==> config.mk <==
export PLATFORM = sky130hd
export DESIGN_NAME = fifo_sync_flags
export DESIGN_NICKNAME = d
export VERILOG_FILES = /design/src/rtl/fifo_pkg.sv /design/src/rtl/fifo_ram.sv /design/src/rtl/fifo_sync_flags.sv
export SDC_FILE = /design/constraint.sdc
export NUM_CORES = 1
export LEC_CHECK = 0
export CAP_MARGIN = 40
export CORE_MARGIN = 3
export CORE_UTILIZATION = 41
export DETAILED_ROUTE_END_ITERATION = 7
export SLEW_MARGIN = 20
export SYNTH_ARGS = -nofsm -noshare
export SYNTH_HDL_FRONTEND = slang
export SYNTH_HIERARCHICAL = 1
export SYNTH_SLANG_ARGS = --single-unit
==> constraint.sdc <==
create_clock -name clk -period 4.51 [get_ports clk]
set_input_delay 0.902 -clock clk [delete_from_list [all_inputs] [get_ports clk]]
set_output_delay 0.902 -clock clk [all_outputs]
set_load 0.05 [all_outputs]
==> src/rtl/fifo_pkg.sv <==
// Shared constants for the synchronous FIFO: read-mode selectors and the count width helper.
package fifo_pkg;

    localparam int FIFO_STD  = 0;
    localparam int FIFO_FWFT = 1;

    // count spans 0..DEPTH inclusive, so it needs one bit beyond the address
    function automatic int count_width(input int addr_width);
        return addr_width + 1;
    endfunction

endpackage

==> src/rtl/fifo_ram.sv <==
// FIFO storage: synchronous write port, combinational read port.
module fifo_ram #(
    parameter int DATA_WIDTH = 8,
    parameter int ADDR_WIDTH = 4
) (
    input  logic                  clk_i,
    input  logic                  we_i,
    input  logic [ADDR_WIDTH-1:0] waddr_i,
    input  logic [DATA_WIDTH-1:0] wdata_i,
    input  logic [ADDR_WIDTH-1:0] raddr_i,
    output logic [DATA_WIDTH-1:0] rdata_o
);

    logic [DATA_WIDTH-1:0] mem_q [2**ADDR_WIDTH];

    always_ff @(posedge clk_i) begin
        if (we_i) begin
            mem_q[waddr_i] <= wdata_i;
        end
    end

    assign rdata_o = mem_q[raddr_i];

endmodule

==> src/rtl/fifo_sync_flags.sv <==
// Single-clock FIFO with registered flags, exact fill count, error pulses and
// optional first-word-fall-through read mode.
module fifo_sync_flags
    import fifo_pkg::*;
#(
    parameter int DATA_WIDTH = 8,
    parameter int ADDR_WIDTH = 4,
    parameter int AFULL_TH   = (1 << ADDR_WIDTH) - 2,
    parameter int AEMPTY_TH  = 2,
    parameter int FWFT       = FIFO_STD
) (
    input  logic                                 clk,
    input  logic                                 rst_n,
    input  logic                                 wr_en,
    input  logic [DATA_WIDTH-1:0]                wdata,
    input  logic                                 rd_en,
    output logic [DATA_WIDTH-1:0]                rdata,
    output logic                                 rvalid,
    output logic                                 full,
    output logic                                 empty,
    output logic                                 almost_full,
    output logic                                 almost_empty,
    output logic [count_width(ADDR_WIDTH)-1:0]   count,
    output logic                                 overflow,
    output logic                                 underflow
);

    localparam int CNT_W = count_width(ADDR_WIDTH);
    localparam logic [CNT_W-1:0] AFULL_C  = CNT_W'(AFULL_TH);
    localparam logic [CNT_W-1:0] AEMPTY_C = CNT_W'(AEMPTY_TH);

    logic [CNT_W-1:0]      wr_ptr_q, wr_ptr_d, rd_ptr_q, rd_ptr_d;
    logic [CNT_W-1:0]      count_q, count_d;
    logic                  full_q, full_d, empty_q, empty_d;
    logic                  afull_q, afull_d, aempty_q, aempty_d;
    logic [DATA_WIDTH-1:0] rdata_q, rdata_d;
    logic                  rvalid_q, rvalid_d;
    logic                  ovf_q, ovf_d, unf_q, unf_d;
    logic                  rd_acc, wr_acc;
    logic [ADDR_WIDTH-1:0] ram_raddr;
    logic [DATA_WIDTH-1:0] ram_rdata;

    fifo_ram #(
        .DATA_WIDTH(DATA_WIDTH),
        .ADDR_WIDTH(ADDR_WIDTH)
    ) u_ram (
        .clk_i  (clk),
        .we_i   (wr_acc),
        .waddr_i(wr_ptr_q[ADDR_WIDTH-1:0]),
        .wdata_i(wdata),
        .raddr_i(ram_raddr),
        .rdata_o(ram_rdata)
    );

    always_comb begin
        rd_acc   = rd_en & ~empty_q;
        // a read in the same cycle frees the slot, so a full FIFO can still accept
        wr_acc   = wr_en & (~full_q | rd_acc);
        wr_ptr_d = wr_ptr_q + CNT_W'(wr_acc);
        rd_ptr_d = rd_ptr_q + CNT_W'(rd_acc);
        count_d  = wr_ptr_d - rd_ptr_d;
        empty_d  = (wr_ptr_d == rd_ptr_d);
        full_d   = (wr_ptr_d[ADDR_WIDTH-1:0] == rd_ptr_d[ADDR_WIDTH-1:0]) &&
                   (wr_ptr_d[ADDR_WIDTH] != rd_ptr_d[ADDR_WIDTH]);
        afull_d  = (count_d >= AFULL_C);
        aempty_d = (count_d <= AEMPTY_C);
        ovf_d    = wr_en & ~wr_acc;
        unf_d    = rd_en & ~rd_acc;
        rdata_d  = rdata_q;
        rvalid_d = 1'b0;
        if (FWFT == FIFO_FWFT) begin
            // look ahead to the head slot after this edge; bypass when it is being written now
            ram_raddr = rd_ptr_d[ADDR_WIDTH-1:0];
            rvalid_d  = ~empty_d;
            if (wr_acc && (wr_ptr_q[ADDR_WIDTH-1:0] == rd_ptr_d[ADDR_WIDTH-1:0])) begin
                rdata_d = wdata;
            end else if (!empty_d) begin
                rdata_d = ram_rdata;
            end
        end else begin
            ram_raddr = rd_ptr_q[ADDR_WIDTH-1:0];
            rvalid_d  = rd_acc;
            if (rd_acc) begin
                rdata_d = ram_rdata;
            end
        end
    end

    always_ff @(posedge clk or negedge rst_n) begin
        if (!rst_n) begin
            wr_ptr_q <= '0;
            rd_ptr_q <= '0;
            count_q  <= '0;
            full_q   <= 1'b0;
            empty_q  <= 1'b1;
            afull_q  <= 1'b0;
            aempty_q <= 1'b1;
            rdata_q  <= '0;
            rvalid_q <= 1'b0;
            ovf_q    <= 1'b0;
            unf_q    <= 1'b0;
        end else begin
            wr_ptr_q <= wr_ptr_d;
            rd_ptr_q <= rd_ptr_d;
            count_q  <= count_d;
            full_q   <= full_d;
            empty_q  <= empty_d;
            afull_q  <= afull_d;
            aempty_q <= aempty_d;
            rdata_q  <= rdata_d;
            rvalid_q <= rvalid_d;
            ovf_q    <= ovf_d;
            unf_q    <= unf_d;
        end
    end

    assign rdata        = rdata_q;
    assign rvalid       = rvalid_q;
    assign full         = full_q;
    assign empty        = empty_q;
    assign almost_full  = afull_q;
    assign almost_empty = aempty_q;
    assign count        = count_q;
    assign overflow     = ovf_q;
    assign underflow    = unf_q;

endmodule

Word-level counts from Yosys, hierarchy flattened
Memory sizes are Yosys's and may differ from the RTL's. A register that Yosys moved wholly into a read port is not among the register bits.
Cells that the tools add are included.
{ "word_totals": {"latchBits": 0, "register_bits": 22, "mem_bits_rw": 128, "n_memories": 1, "romBits": 0, "input_bits": 12, "out_inout_bits": 20} }
{ "memory_table": {"columns": ["name", "depth", "word_bits", "read_ports", "rd_ports_with_merged_regs", "wr", "line_no", "rtl"], "rows": [
  ["u_ram.mem_q", 16, 8, 1, 1, 1, "fifo_ram.sv:14", "logic [DATA_WIDTH-1:0] mem_q [2**ADDR_WIDTH];"]
]} }
{ "classes": {"multipliers": 0, "n_addsub": 3, "n_mux": 2, "div_mod_pow": 0, "n_eq_ne": 3, "bitwise": 9, "order_cmp": 2, "shifts": 0, "n_reduce_logical": 2} }
{ "ops": {"columns": ["operator", "n"], "rows": [
  ["5-bit by 1-bit adder with 5-bit output", 2],
  ["5-bit == test", 1],
  ["5-bit by 4-bit greater-or-equal comparator with 1-bit output (second input constant)", 1],
  ["5-bit by 2-bit <= comparator with 1-bit output (second input constant)", 1],
  ["5-bit subtractor", 1],
  ["1-bit AND", 4],
  ["4-bit == test", 1],
  ["1-bit NOT", 4],
  ["1-bit 2-to-1 mux", 2],
  ["1-bit logical AND", 1],
  ["1-bit zero test", 1],
  ["1-bit inequality test", 1],
  ["1-bit OR", 1]
]} }

Logic depth before layout (Yosys ltp)
{ "depth": {"ltp_word": 7, "depth_mapped": 14} }

By module
Netlist, hierarchy kept.
{ "by_module_without_submodules": {"columns": ["mod", "cells_per_inst", "area_per_inst_um2", "n_inst"], "rows": [
  ["fifo_ram", 221, 4987.3, 1],
  ["fifo_sync_flags", 114, 1313.8, 1]
]} }

Worst setup path before layout
No wires, ideal clock.
{ "synth_timing": {"kind": "input port to flip-flop", "start": "input rd_en", "end": "register aempty_q (netlist: almost_empty)", "setup_ns": 0.105, "t_arrival_ns": 3.185, "t_required_ns": 4.405, "path_slack_ns": 1.220, "n_path_buf": 1, "stages": 13, "path_cell_list": "nand2b_1 -> clkbuf_1 -> a21boi_0 -> ha_1 -> ha_1 -> xnor2_1 -> ha_1 -> nor2_1 -> inv_1 -> a21o_1 -> a21oi_2 -> xnor2_2 -> a2111oi_2"} }
{ "synth_via": {"elab_chain_len": 6} }
{ "synth_lines": {"columns": ["item", "line_no", "rtl"], "rows": [
  ["start, declared", "fifo_sync_flags.sv:16", "input logic rd_en,"],
  ["1-bit AND", "fifo_sync_flags.sv:56", "rd_acc = rd_en & ~empty_q;"],
  ["1-bit OR", "fifo_sync_flags.sv:58", "wr_acc = wr_en & (~full_q | rd_acc);"],
  ["1-bit AND", "fifo_sync_flags.sv:58", null],
  ["net wr_acc", "fifo_sync_flags.sv:39", "logic rd_acc, wr_acc;"],
  ["5-bit by 1-bit adder with 5-bit output", "fifo_sync_flags.sv:59", "wr_ptr_d = wr_ptr_q + CNT_W'(wr_acc);"],
  ["net wr_ptr_d[1]", "fifo_sync_flags.sv:32", "logic [CNT_W-1:0] wr_ptr_q, wr_ptr_d, rd_ptr_q, rd_ptr_d;"],
  ["5-bit subtractor", "fifo_sync_flags.sv:61", "count_d = wr_ptr_d - rd_ptr_d;"],
  ["net count_d[4]", "fifo_sync_flags.sv:33", "logic [CNT_W-1:0] count_q, count_d;"],
  ["5-bit by 2-bit <= comparator with 1-bit output", "fifo_sync_flags.sv:66", "aempty_d = (count_d <= AEMPTY_C);"],
  ["net aempty_d", "fifo_sync_flags.sv:35", "logic afull_q, afull_d, aempty_q, aempty_d;"],
  ["end signal, assigned", "fifo_sync_flags.sv:109", "aempty_q <= aempty_d;"],
  ["end, declared", "fifo_sync_flags.sv:35", null]
]} }
The timed path passes the listed nets, and every way through them passes these cells.

Worst setup path in the final report
{ "layout_timing": {"start": "input rd_en", "end": "register aempty_q (netlist: almost_empty)"} }
{ "layout_lines": {"columns": ["item", "line_no", "rtl"], "rows": [
  ["1-bit AND", "fifo_sync_flags.sv:56", null],
  ["net rd_acc", "fifo_sync_flags.sv:39", null],
  ["5-bit by 1-bit adder with 5-bit output", "fifo_sync_flags.sv:60", "rd_ptr_d = rd_ptr_q + CNT_W'(rd_acc);"],
  ["net rd_ptr_d[1]", "fifo_sync_flags.sv:32", null],
  ["5-bit subtractor", "fifo_sync_flags.sv:61", null],
  ["net count_d[4]", "fifo_sync_flags.sv:33", null],
  ["5-bit by 2-bit <= comparator with 1-bit output", "fifo_sync_flags.sv:66", null],
  ["net aempty_d", "fifo_sync_flags.sv:35", null]
]} }
The timed path passes the listed nets, and every way through them passes these cells.

==> metrics <==
share of the synthesized area in the top cell type=between 60% and 70%; fin crit share=slightly below 80%; Layout area overhead=18.0%; syn_nets=357; fin util=50.2%; area leader, netlist=edfxtp_1; Ant. Diodes=0; vias per std cell=5.39; GP Congestion=0.801; Final Routed Wirelength=12,200 um; Die H=130 um; GRT busiest layer=met2; R2R depth=12; first-pass GRT wire length=around 19,000 um; detailed-route via count=3,183; GRT Total Usage=between 15 and 20%; Post-Syn Area per Cell=18.8 um^2; initial antenna violation count=0; Sw Ratio=a little over a third; Min Clock Period, post-route=3580 ps; proportion of power drawn by combinational gates=40.1%; row cnt=44; clock skew=10.5 ps; IO Pins=32; final net count=416; Pint=3.49 mW; Reg area=between 4000 and 5000 um^2; Leakage=2.68 nW; TNS Setup=0 ps; GR Util met1=21.4%; status=finished clean; Worst-Margin Slew=743 ps; 1st-iter DRT viols=257; crit path launch type=primary input; GRT overflow=0; max-slew violations=0; Net Sw Power=1.98 mW; DRC=0; cell area after synthesis=approximately 6300 um^2; filler instances=1,188; Max clock buf depth=2; crit end category=flip-flop; grt met3 use=3.97%; DRT Pass-1 Iters=4; Fmax=between 0.2 and 0.3 GHz; CP arrival=between 3000 and 4000 ps; multi-input logic area=1580 um^2; Wirelength per Cell=a little over 20 um; share of total power in the clock network=23.5%; htree depth=4; Core Region=14,800 um^2; HPWL after detailed placement=~8000 um; Post-CTS Resized=0; Die ar.=16,900 um^2; vias in the first global route=about 3,200; Sequential Power Share=36.4%; cts-stage hold buffer count=0; Port Buffers=31; Clock Sink Count=between 150 and 200; Routed Antenna Nets=0; crit path max fanout=11; Yosys cell types=36; synth warn=6; dominant cells by area after synthesis=edfxtp_1, dfrtp_1, mux4_2, mux4_1, nand2_1; clock latency on the worst-skew pair=420 ps; post-CTS setup buffer count=0; Max Cap Viol=0; worst relative slew slack=50.3%; Num CTS Buffers=17; Clock Pin Slew Worst Setup and Hold Paths=60 ps; Peak VDD IR=0.345 mV; Post-Syn Instances=335; final hold vios=0; unrepaired setup endpoints after global routing=no; number of setup violations in the final report=0; Initial Util=42.5%; CTS root buf=clkbuf_16; pwr dens=737 nW/um^2; #FFs+latches synth=158; critical path class=primary input to flip-flop; grt met2 use=24.7%; CTS tree=built; HP Class=flip-flop to flip-flop; pin count of the biggest net entering global routing=35; post-synthesis sequential area ratio=73.0%; Hold Path Stages=2; layout cells sized above 1=17.9%; Die Span X=130 um; required time worst endpoint=between 4000 and 5000 ps
worst max-delay path, cell delays in order:
cell	delay [ps]
clkdlybuf4s50_1	420
nand2b_1	310
clkinv_1	350
ha_1	310
ha_1	330
xnor2_1	140
ha_1	180
nor2_1	170
inv_1	60
a21o_1	160
a21oi_2	170
xnor2_2	100
a2111oi_2	300
cell usage after synthesis:
cell type        instances
a2111oi_2                1
a21boi_0                 1
a21o_1                   2
a21oi_1                  2
a21oi_2                  1
a22oi_1                 16
and2_1                   2
and2b_1                  1
and3_1                   1
buf_2                    3
buf_4                    1
buf_6                    3
clkbuf_1                 1
clkdlybuf4s25_2          3
clkinv_1                 1
dfrtp_1                 28
dfstp_2                  2
edfxtp_1               128
ha_1                    10
inv_1                    9
mux4_1                  14
mux4_2                  18
nand2_1                 35
nand2b_1                 3
nand3_1                  6
nand3b_1                 2
nand4_1                  1
nor2_1                  16
nor2b_1                  1
nor3_1                   4
o21bai_1                 1
or3b_2                   1
xnor2_1                  8
xnor2_2                  1
xor2_1                   6
xor2_2                   2
layer usage:
| metal | vias to the layer above | share of wire [%] |
|---|---|---|
| li1 | 1431 | - |
| met1 | 1668 | 46 |
| met2 | 73 | 49 |
| met3 | 11 | 4.2 |
| met4 | 0 | 0.92 |
| met5 | - | 0 |
flip-flops by register name, indices dropped and copies added, names as in the netlist:
| name | cells |
|---|---|
| almost_empty | 1 |
| almost_full | 1 |
| count | 5 |
| empty | 1 |
| full | 1 |
| overflow | 1 |
| rd_ptr_q | 5 |
| rdata | 8 |
| rvalid | 1 |
| u_ram/mem_q | 128 |
| underflow | 1 |
| wr_ptr_q | 5 |
power groups by stage:
stage                     Combinational, mW  Clock [mW]  Sequential [mW]
after floorplan                        1.36           0             2.27
final                                  2.20        1.29             1.99
after detailed placement               2.22           0             2.02
after global routing                   2.40        1.39             2.02
after global placement                 2.16           0             2.01
after CTS                              2.22        1.32             1.99
stage by stage:
| stage | area (um^2) | hold slack, ps | power, mW | setup WS, ps | std cells |
|---|---|---|---|---|---|
| after CTS | 7430 | 479 | 5.53 | 942 | 591 |
| after floorplan | 6300 | 478 | 3.63 | 1220 | 335 |
| after detailed placement | 6900 | 465 | 4.24 | 497 | 559 |
| after global placement | 6840 | 466 | 4.17 | 618 | 551 |
| after global routing | 7430 | 493 | 5.81 | 695 | 591 |
| final | 7430 | 471 | 5.48 | 926 | 591 |
placed cells by master (no fill, tap or decap), types with 2 or more instances in the layout:
| master | Yosys | routed |
|---|---|---|
| edfxtp_1 | 128 | 128 |
| nand2_1 | 35 | 35 |
| clkdlybuf4s50_1 | 0 | 31 |
| dfrtp_1 | 28 | 27 |
| buf_4 | 1 | 20 |
| mux4_2 | 18 | 18 |
| clkbuf_16 | 0 | 17 |
| nor2_1 | 16 | 16 |
| a22oi_1 | 16 | 16 |
| mux4_1 | 14 | 14 |
| ha_1 | 10 | 10 |
| inv_1 | 9 | 9 |
| xnor2_1 | 8 | 8 |
| xor2_1 | 6 | 6 |
| nand3_1 | 6 | 6 |
| clkinv_1 | 1 | 5 |
| clkinv_2 | 0 | 4 |
| nor3_1 | 4 | 4 |
| nand2b_1 | 3 | 3 |
| xor2_2 | 2 | 2 |
| a21o_1 | 2 | 2 |
| a21oi_1 | 2 | 2 |
| and2_1 | 2 | 2 |
| dfstp_2 | 2 | 2 |
| clkbuf_1 | 1 | 2 |
| clkinv_4 | 0 | 2 |
| nand3b_1 | 2 | 2 |
logic make-up after synthesis:
group                    synth area share, %
XOR/XNOR                                2.72
multiplexers                            12.3
AND/OR/NAND/NOR                         5.12
adder cells (fa/ha/maj)                 1.99
AO/OA/AOI/OAI                           2.92
buffers and inverters                   2.03
flip-flops                              73.0
final cells by class:
class / instances / share of cell area, %
Sequential cell: 158 / 61.8
Clock inverter: 13 / 1.33
Tap cell: 184 / 3.10
Timing Repair Buffer: 51 / 6.19
Multi-Input combinational cell: 156 / 21.2
Clock buffer: 19 / 5.82
Inverter: 10 / 0.505
path summary, 6_finish.rpt:
check | from | end | slack [ps]
worst max-delay path | rd_en | almost_empty | 930
worst min register to register | rdata[7] | rdata[7] | 470
min in group asynchronous | rst_n | count[0] | 880
worst min-delay path | rdata[7] | rdata[7] | 470
max in group asynchronous | rst_n | empty | 3320
worst max register to register | empty | almost_empty | 1250
No activity file was read; power rests on OpenSTA's default activity.
